## src/rtl/multicycle_ctrl.sv

```systemverilog
// Multicycle CPU control FSM: FETCH/DECODE/EXEC/MEM/WB/HALT with Moore outputs.
// Define MC_PERF_CNT_EN to build the retired-instruction counter; otherwise retired is tied to 0.
module multicycle_ctrl (
  input  logic        clk,
  input  logic        rstd,
  input  logic [5:0]  opcode,
  input  logic [4:0]  wa,
  input  logic        zero,
  input  logic        mem_ack,
  output logic        mem_req,
  output logic        mem_we,
  output logic        ir_we,
  output logic        pc_we,
  output logic [1:0]  pc_sel,
  output logic        rf_wren,
  output logic        alu_src_imm,
  output logic        wb_sel_mem,
  output logic        halted,
  output logic        illegal,
  output logic [31:0] retired
);

  typedef enum logic [2:0] {FETCH, DECODE, EXEC, MEM, WB, HALT} state_e;
  typedef enum logic [2:0] {C_RTYPE, C_ADDI, C_LW, C_SW, C_BEQ, C_J, C_HALT, C_ILL} cls_e;

  localparam logic [5:0] OP_RTYPE = 6'd0;
  localparam logic [5:0] OP_ADDI  = 6'd1;
  localparam logic [5:0] OP_LW    = 6'd16;
  localparam logic [5:0] OP_SW    = 6'd24;
  localparam logic [5:0] OP_BEQ   = 6'd32;
  localparam logic [5:0] OP_J     = 6'd40;
  localparam logic [5:0] OP_HALT  = 6'd63;

  localparam logic [1:0] PC_SEQ = 2'd0;
  localparam logic [1:0] PC_BR  = 2'd1;
  localparam logic [1:0] PC_JMP = 2'd2;

  state_e state_q, state_d;
  cls_e   cls_q, cls_d, op_cls;
  logic   mem_req_q, mem_we_q, rf_wren_q, alu_src_imm_q, wb_sel_mem_q, halted_q, illegal_q;
  logic   fetch_ack;

  always_comb begin
    case (opcode)
      OP_RTYPE: op_cls = C_RTYPE;
      OP_ADDI:  op_cls = C_ADDI;
      OP_LW:    op_cls = C_LW;
      OP_SW:    op_cls = C_SW;
      OP_BEQ:   op_cls = C_BEQ;
      OP_J:     op_cls = C_J;
      OP_HALT:  op_cls = C_HALT;
      default:  op_cls = C_ILL;
    endcase
  end

  // The first cycle after reset release has mem_req low, so an early ack is not a fetch.
  assign fetch_ack = (state_q == FETCH) && mem_req_q && mem_ack;
  assign ir_we     = fetch_ack;

  always_comb begin
    state_d = state_q;
    cls_d   = cls_q;
    case (state_q)
      FETCH: if (fetch_ack) state_d = DECODE;
      DECODE: begin
        cls_d = op_cls;
        case (op_cls)
          C_HALT:  state_d = HALT;
          C_ILL:   state_d = FETCH;
          default: state_d = EXEC;
        endcase
      end
      EXEC: begin
        case (cls_q)
          C_RTYPE, C_ADDI: state_d = WB;
          C_LW, C_SW:      state_d = MEM;
          default:         state_d = FETCH;
        endcase
      end
      MEM:     if (mem_ack) state_d = (cls_q == C_LW) ? WB : FETCH;
      WB:      state_d = FETCH;
      HALT:    state_d = HALT;
      default: state_d = FETCH;
    endcase
  end

  always_comb begin
    pc_we  = 1'b0;
    pc_sel = PC_SEQ;
    case (state_q)
      DECODE: pc_we = (op_cls == C_ILL);
      EXEC: begin
        if (cls_q == C_BEQ) begin
          pc_we  = 1'b1;
          pc_sel = zero ? PC_BR : PC_SEQ;
        end else if (cls_q == C_J) begin
          pc_we  = 1'b1;
          pc_sel = PC_JMP;
        end
      end
      MEM:     pc_we = mem_ack && (cls_q == C_SW);
      WB:      pc_we = 1'b1;
      default: pc_we = 1'b0;
    endcase
  end

  // Moore outputs are registered from the next state so they line up with state_q.
  always_ff @(posedge clk or posedge rstd) begin
    if (rstd) begin
      state_q       <= FETCH;
      cls_q         <= C_RTYPE;
      mem_req_q     <= 1'b0;
      mem_we_q      <= 1'b0;
      rf_wren_q     <= 1'b1;
      alu_src_imm_q <= 1'b0;
      wb_sel_mem_q  <= 1'b0;
      halted_q      <= 1'b0;
      illegal_q     <= 1'b0;
    end else begin
      state_q       <= state_d;
      cls_q         <= cls_d;
      mem_req_q     <= (state_d == FETCH) || (state_d == MEM);
      mem_we_q      <= (state_d == MEM) && (cls_d == C_SW);
      rf_wren_q     <= !((state_d == WB) && (wa != 5'd0));
      alu_src_imm_q <= (state_d == EXEC) && (cls_d inside {C_ADDI, C_LW, C_SW});
      wb_sel_mem_q  <= (state_d == WB) && (cls_d == C_LW);
      halted_q      <= (state_d == HALT);
      if ((state_q == DECODE) && (op_cls == C_ILL)) illegal_q <= 1'b1;
    end
  end

  assign mem_req     = mem_req_q;
  assign mem_we      = mem_we_q;
  assign rf_wren     = rf_wren_q;
  assign alu_src_imm = alu_src_imm_q;
  assign wb_sel_mem  = wb_sel_mem_q;
  assign halted      = halted_q;
  assign illegal     = illegal_q;

`ifdef MC_PERF_CNT_EN
  logic [31:0] retired_q;

  always_ff @(posedge clk or posedge rstd) begin
    if (rstd)       retired_q <= '0;
    else if (pc_we) retired_q <= retired_q + 32'd1;
  end

  assign retired = retired_q;
`else
  assign retired = '0;
`endif

endmodule

```

## config.mk

```make
export PLATFORM = sky130hd
export DESIGN_NAME = multicycle_ctrl
export DESIGN_NICKNAME = d
export VERILOG_FILES = /design/src/rtl/multicycle_ctrl.sv
export SDC_FILE = /design/constraint.sdc
export NUM_CORES = 1
export LEC_CHECK = 0
export ABC_AREA = 1
export BUFFER_PORTS_ARGS = -buffer_cell sky130_fd_sc_hd__buf_2
export CORE_ASPECT_RATIO = 0.6
export CORE_MARGIN = 2
export CORE_UTILIZATION = 48
export DETAILED_ROUTE_END_ITERATION = 12
export PLACE_DENSITY = 0.85
export SLEW_MARGIN = 10
export SYNTH_ARGS = -nofsm -noshare
export SYNTH_HDL_FRONTEND = slang
export SYNTH_SLANG_ARGS = --single-unit
```

## constraint.sdc

```tcl
create_clock -name clk -period 2.7 [get_ports clk]
set_input_delay 0.405 -clock clk [delete_from_list [all_inputs] [get_ports clk]]
set_output_delay 0.405 -clock clk [all_outputs]
set_load 0.02 [all_outputs]
```

==> results of run 1 <==
## cells by family (layout without fill, tap and decap cells)
group / Yosys count / count (layout) / share of synthesized area
flops: 13 / 13 / 0.303
simple gates: 71 / 71 / 0.344
buf+inv: 55 / 52 / 0.303
other cells: 1 / 32 / 0.00349
compound gates: 7 / 7 / 0.0453
## cell usage after synthesis (2+ instances only)
cell type  instances  area [um^2]
inv_2              3         11.3
buf_4             32          240
nand2_1           19         71.3
nor2_2             6         37.5
nand4_1            2         12.5
nor2_1            16         60.1
dfrtp_1           12          300
nand3_1           13         65.1
inv_1             20         75.1
nand2_2            6         37.5
o211ai_1           2         15.0
nand3_2            2         20.0
nor3_1             2         10.0
## stage by stage
stage	area, um^2	hold slack (ns)	util	std cells	worst slack, ns
6_report	1160	0.176	0.541	205	0.632
5_1_grt	1160	0.234	0.541	205	0.505
4_1_cts	1160	0.192	0.541	205	0.646
3_5_place_dp	1110	0.453	0.519	201	0.902
3_3_place_gp	1110	0.443	0.519	201	0.906
2_1_floorplan	1190	0.281	-	178	1.16
## state kept, by name, indices dropped and copies added, names as in the netlist
register,cells
cls_q,3
state_q,3
alu_src_imm,1
halted,1
illegal,1
mem_req,1
mem_we,1
rf_wren,1
wb_sel_mem,1
## routing by layer
| layer | wire [um] | vias up |
|---|---|---|
| met5 | 0 | - |
| met4 | 4 | 0 |
| met3 | 169 | 2 |
| met2 | 862 | 41 |
| met1 | 956 | 402 |
| li1 | - | 450 |
## worst paths after layout
| check | from | endpoint | slack (ns) | depth (start not counted) |
|---|---|---|---|---|
| max | state_q[2]$_DFF_PP0_ | pc_we | 0.63 | 6 |
| min | rstd | cls_q[1]$_DFF_PP0_ | 0.18 | 2 |
| max reg2reg | state_q[2]$_DFF_PP0_ | mem_we$_DFF_PP0_ | 1.23 | 7 |
| min reg2reg | illegal$_DFFE_PP0P_ | illegal$_DFFE_PP0P_ | 0.46 | 2 |
| max in group asynchronous | rstd | rf_wren$_DFF_PP1_ | 2.17 | 2 |
| min in group clk | wa[0] | rf_wren$_DFF_PP1_ | 0.36 | 2 |
## power groups by stage
| stage | logic [mW] | clock network, mW | registers, mW |
|---|---|---|---|
| after global routing | 0.305 | 0.189 | 0.249 |
| after global placement | 0.265 | 0 | 0.247 |
| after detailed placement | 0.271 | 0 | 0.247 |
| final | 0.274 | 0.172 | 0.244 |
| after floorplan | 0.231 | 0 | 0.253 |
| after CTS | 0.272 | 0.182 | 0.244 |
## area by class of cell
| type | instances | area [um^2] | area share |
|---|---|---|---|
| Timing Repair Buffer | 25 | 125 | 0.108 |
| Clock buffer | 3 | 41.3 | 0.0356 |
| Clock inverter | 1 | 5.00 | 0.00431 |
| Tap cell | 30 | 37.5 | 0.0323 |
| Sequential cell | 13 | 327 | 0.281 |
| Inverter | 23 | 86.3 | 0.0744 |
| Multi-Input combinational cell | 110 | 539 | 0.464 |
## critical path: stages (launching register included)
cell       delay (ns)
dfrtp_1          0.41
inv_2            0.10
nand3_1          0.21
inv_1            0.26
nand3_1          0.13
o2111ai_1        0.10
buf_2            0.20
==> metrics.csv, run 1 <==
metric;value;unit
largest net degree at the start of global routing;14;
height of the chip;40.7;um
clock network power share;0.249;
RSZ-0062 raised after global routing;no;
routing usage on met2;0.286;
CTS clk-pin slew, worst paths;0.06;ns
GP Congestion;0.889;
Nets;191;
# IOs;58;
Pins Over Slew Limit;0;
GRT Residual Overflow;0;
#FFs+latches synth;13;
initial antenna violation count;0;
Final Hold Fails;0;
FILL cells;219;
number of max-cap violations;0;
Residual DRC;0;
Async SR Flop Fraction;1.00;
final worst path period share;0.766;
Worst EP required;2.30;ns
Area Overhead vs Synth;7.91;%
dpl hpwl;1670;um
Tot Pwr;690;uW
CTS max path bufs;2;
Synth Area per Inst;7.32;um^2
TritonRoute pass-1 iters;4;
number of hold buffers added after cts;0;
Seq/Total Area, Yosys;0.303;
Mapped Area;1080;um^2
switching share of power;0.425;
endpoints failing setup;0;
met3 usage;0.0604;
CTS Sinks;13;
Psw;293;uW
commonest register cell after synthesis;dfrtp_1;
Reg power frac;0.354;
CTS H-tree depth;1;
Startpoint Class;register;
Initial DRC Count;99;
total wire length;1990;um
Max Clk Rate;484;MHz
critical path arrival;1.66;ns
first-pass GRT wire length;3280;um
CTS root buffer;clkbuf_8;
synthesized instance count;147;
status;finished clean;
Tmin final;2.07;ns
layout cells sized above 1;0.291;
Leakage;0.662;nW
Total GRT Usage;0.171;
CTS tree;yes;
library cells used by synthesis;25;
GR peak layer;met2;
Routed Antenna Nets;0;
clk_lat worst skew;0.24;ns
Max FO, Critical Path;7;
Resized Gates After CTS;0;
number of vias in the routed layout;895;
Placeable Area;2150;um^2
Post-synth EDFFs;0;
row count;13;
Post-CTS Repair Setup Buffers;0;
TritonCTS buffer count;3;
Pwr Density;594;nW/um^2
routed vias/inst;4.37;
Min-Delay Path Class;in -> async;
vias in the first global route;756;
commonest non-fill, non-tap cell in the layout;conb_1;
Die X;65.1;um
port bufs;25;
met1 usage;0.224;
Internal;397;uW
leading cell types in the layout, fill and taps excluded;32 x conb_1, 25 x buf_2, 20 x inv_1;
WL per Instance;9.72;um
Crit. End Element;primary output;
Initial Util;0.501;
CP Class;reg -> out;
Worst VDD drop;0.250;mV
ant diodes;0;
Worst Skew;0.00168;ns
Syn. warnings;0;
area of the die;2650;um^2
setup TNS;0;ns
Comb pwr share;0.397;
(Power assumes the default switching activity.)
==> run 2, diff against run 1 <==
Settings changed: ABC_AREA 1 to 0, CORE_UTILIZATION 48 to 38, PLACE_DENSITY 0.85 to 0.76.
Clock period 2.7 ns to 1.9 ns, I/O delays scaled along.
==> metrics.csv, run 2 <==
metric;value;unit
status;finished clean;
ant diodes;0;
height of the chip;41.9;um
routing usage on met2;0.208;
Yosys top cell area share;0.330;
met3 usage;0.0650;
Syn. warnings;0;
number of hold buffers added after cts;0;
Post-synth EDFFs;0;
first-pass GRT wire length;2750;um
row count;13;
Startpoint Class;register;
layout cells sized above 1;0.328;
Initial Util;0.411;
Worst path slowest cell;dfrtp_1;
Initial DRC Count;27;
largest net degree at the start of global routing;14;
Max stage delay on crit path;0.38;ns
#FFs+latches synth;13;
dpl hpwl;1420;um
critical path arrival;1.55;ns
number of max-cap violations;0;
Psw;278;uW
Crit. End Element;primary output;
GR peak layer;met2;
number of vias in the routed layout;689;
Slew headroom;0.655;
port bufs;25;
synthesized instance count;98;
post-synth top area cell;dfrtp_1;
final worst path period share;0.964;
list of most frequent post-synthesis cells;32 x buf_4, 12 x dfrtp_1, 6 x nand2_1;
utilization after layout;0.473;
CTS clk-pin slew, worst paths;0.06;ns
Min-Delay Path Class;in -> async;
Reg power frac;0.409;
Comb pwr share;0.291;
most frequent cell after synthesis;buf_4;
Area Overhead vs Synth;15.1;%
area of the die;2810;um^2
endpoints failing setup;0;
Die X;67.2;um
# IOs;58;
WL per Instance;10.9;um
Seq/Total Area, Yosys;0.359;
Tmin final;1.83;ns
leading cell types in the layout, fill and taps excluded;32 x conb_1, 23 x buf_2, 12 x dfrtp_1;
Total GRT Usage;0.131;
library cells used by synthesis;36;
Synth Area per Inst;9.28;um^2
Placeable Area;2210;um^2
CTS Sinks;13;
Internal;529;uW
placed cells;154;
GRT Residual Overflow;0;
TritonRoute pass-1 iters;4;
top flop regs;cls_q x3, state_q x3;
clk_lat worst skew;0.24;ns
FILL cells;240;
RSZ-0062 raised after global routing;yes;
CTS tree;yes;
worst path cell trace;buf_4 -> nor2b_4 -> nand3b_1 -> a21oi_2 -> a211o_1 -> buf_6;
vias in the first global route;648;
GP Congestion;0.784;
Worst EP required;1.62;ns
Final Hold Fails;0;
Max Clk Rate;546;MHz
Pwr Density;771;nW/um^2
total wire length;1730;um
top cells by area, synth;dfrtp_1 33%, buf_4 26%, dfstp_2 2.9%, mux2_2 2.5%, nand2_1 2.5%;
Max FO, Critical Path;5;
Worst VDD drop;0.306;mV
clock network power share;0.299;
met1 usage;0.162;
CTS H-tree depth;1;
commonest non-fill, non-tap cell in the layout;conb_1;
Async SR Flop Fraction;1.00;
Leakage;0.537;nW
Cell Count, Final, Fillers Out;158;
CP Class;reg -> out;
Mapped Area;910;um^2
hold_ws;0.0657;ns
initial antenna violation count;0;
Pins Over Slew Limit;0;
setup TNS;0;ns
Nets;144;
switching share of power;0.345;
Slew @ Worst Pin;0.516;ns
Routed Antenna Nets;0;
CTS root buffer;clkbuf_8;
TritonCTS buffer count;3;
CTS max path bufs;2;
commonest register cell after synthesis;dfrtp_1;
Worst Skew;0.00216;ns
routed vias/inst;4.36;
Residual DRC;0;
-- run 2: changes by cell type in the layout (fill, tap and decap cells not counted), moves of 6 or more --
cell     before  now
nand2_2       6    0
nor2_1       16    3
nand3_1      13    2
inv_1        20    4
nand2_1      19    6
nor2_2        6    0
-- run 2: final timing paths --
kind | cells past startpoint | from | endpoint | slack [ns]
worst max register to register | 3 | state_q[2]$_DFF_PP0_ | alu_src_imm$_DFF_PP0_ | 0.23
max in group asynchronous | 2 | rstd | rf_wren$_DFF_PP1_ | 1.47
worst min register to register | 1 | illegal$_DFFE_PP0P_ | illegal$_DFFE_PP0P_ | 0.46
worst max-delay path | 6 | state_q[1]$_DFF_PP0_ | pc_we | 0.07
min in group clk | 2 | wa[1] | rf_wren$_DFF_PP1_ | 0.19
worst min-delay path | 2 | rstd | mem_we$_DFF_PP0_ | 0.07
-- run 2: critical path, delay by kind of cell (launching register included) --
kind	cells	cell delay [ns]
DFF	1	0.38
AOI/OAI and AO/OA	2	0.36
buffers and inverters	2	0.30
and+or+nand+nor	2	0.28
-- run 2: routing by layer --
| metal | routed length (um) | vias to the layer above |
|---|---|---|
| met2 | 804 | 30 |
| met5 | 0 | - |
| met1 | 760 | 319 |
| li1 | - | 340 |
| met4 | 0 | 0 |
| met3 | 160 | 0 |
-- run 2: stage by stage --
stage	power, mW	instance area (um^2)	setup slack [ns]
detailed placement	0.556	966	0.145
global route	0.871	1050	0.00611
finish	0.808	1050	0.0687
global placement	0.549	966	0.162
CTS	0.804	1010	0.00271
floorplan	0.544	1030	0.152
-- run 2: final cells by class --
type	instances	area, um^2	share of cell area
clock buffers	3	41.3	0.0394
clock inverters	1	5.00	0.00478
inverters	4	15.0	0.0143
multi-input cells	79	462	0.441
flip-flops and latches	13	327	0.312
well taps	30	37.5	0.0358
repair buffers	28	160	0.153
-- run 2: cells by family after synthesis --
group,synth area share
muxes,0.0248
DFF,0.359
buffers and inverters,0.286
other,0.00412
AOI/OAI and AO/OA,0.103
and+or+nand+nor,0.223
-- run 2: power by group through the flow --
stage | clock [mW] | sequential [mW] | combinational, mW
after floorplan | 0 | 0.331 | 0.213
after global placement | 0 | 0.331 | 0.218
after detailed placement | 0 | 0.333 | 0.222
after CTS | 0.253 | 0.328 | 0.223
after global routing | 0.280 | 0.334 | 0.257
final | 0.242 | 0.331 | 0.235
-- run 2: what timing repair did --
| item | 4_1_cts | 5_1_grt |
|---|---|---|
| setup buffers | 0 | 0 |
| gates resized for setup | 0 | 9 |
| setup endpoints to repair | 0 | 2 |
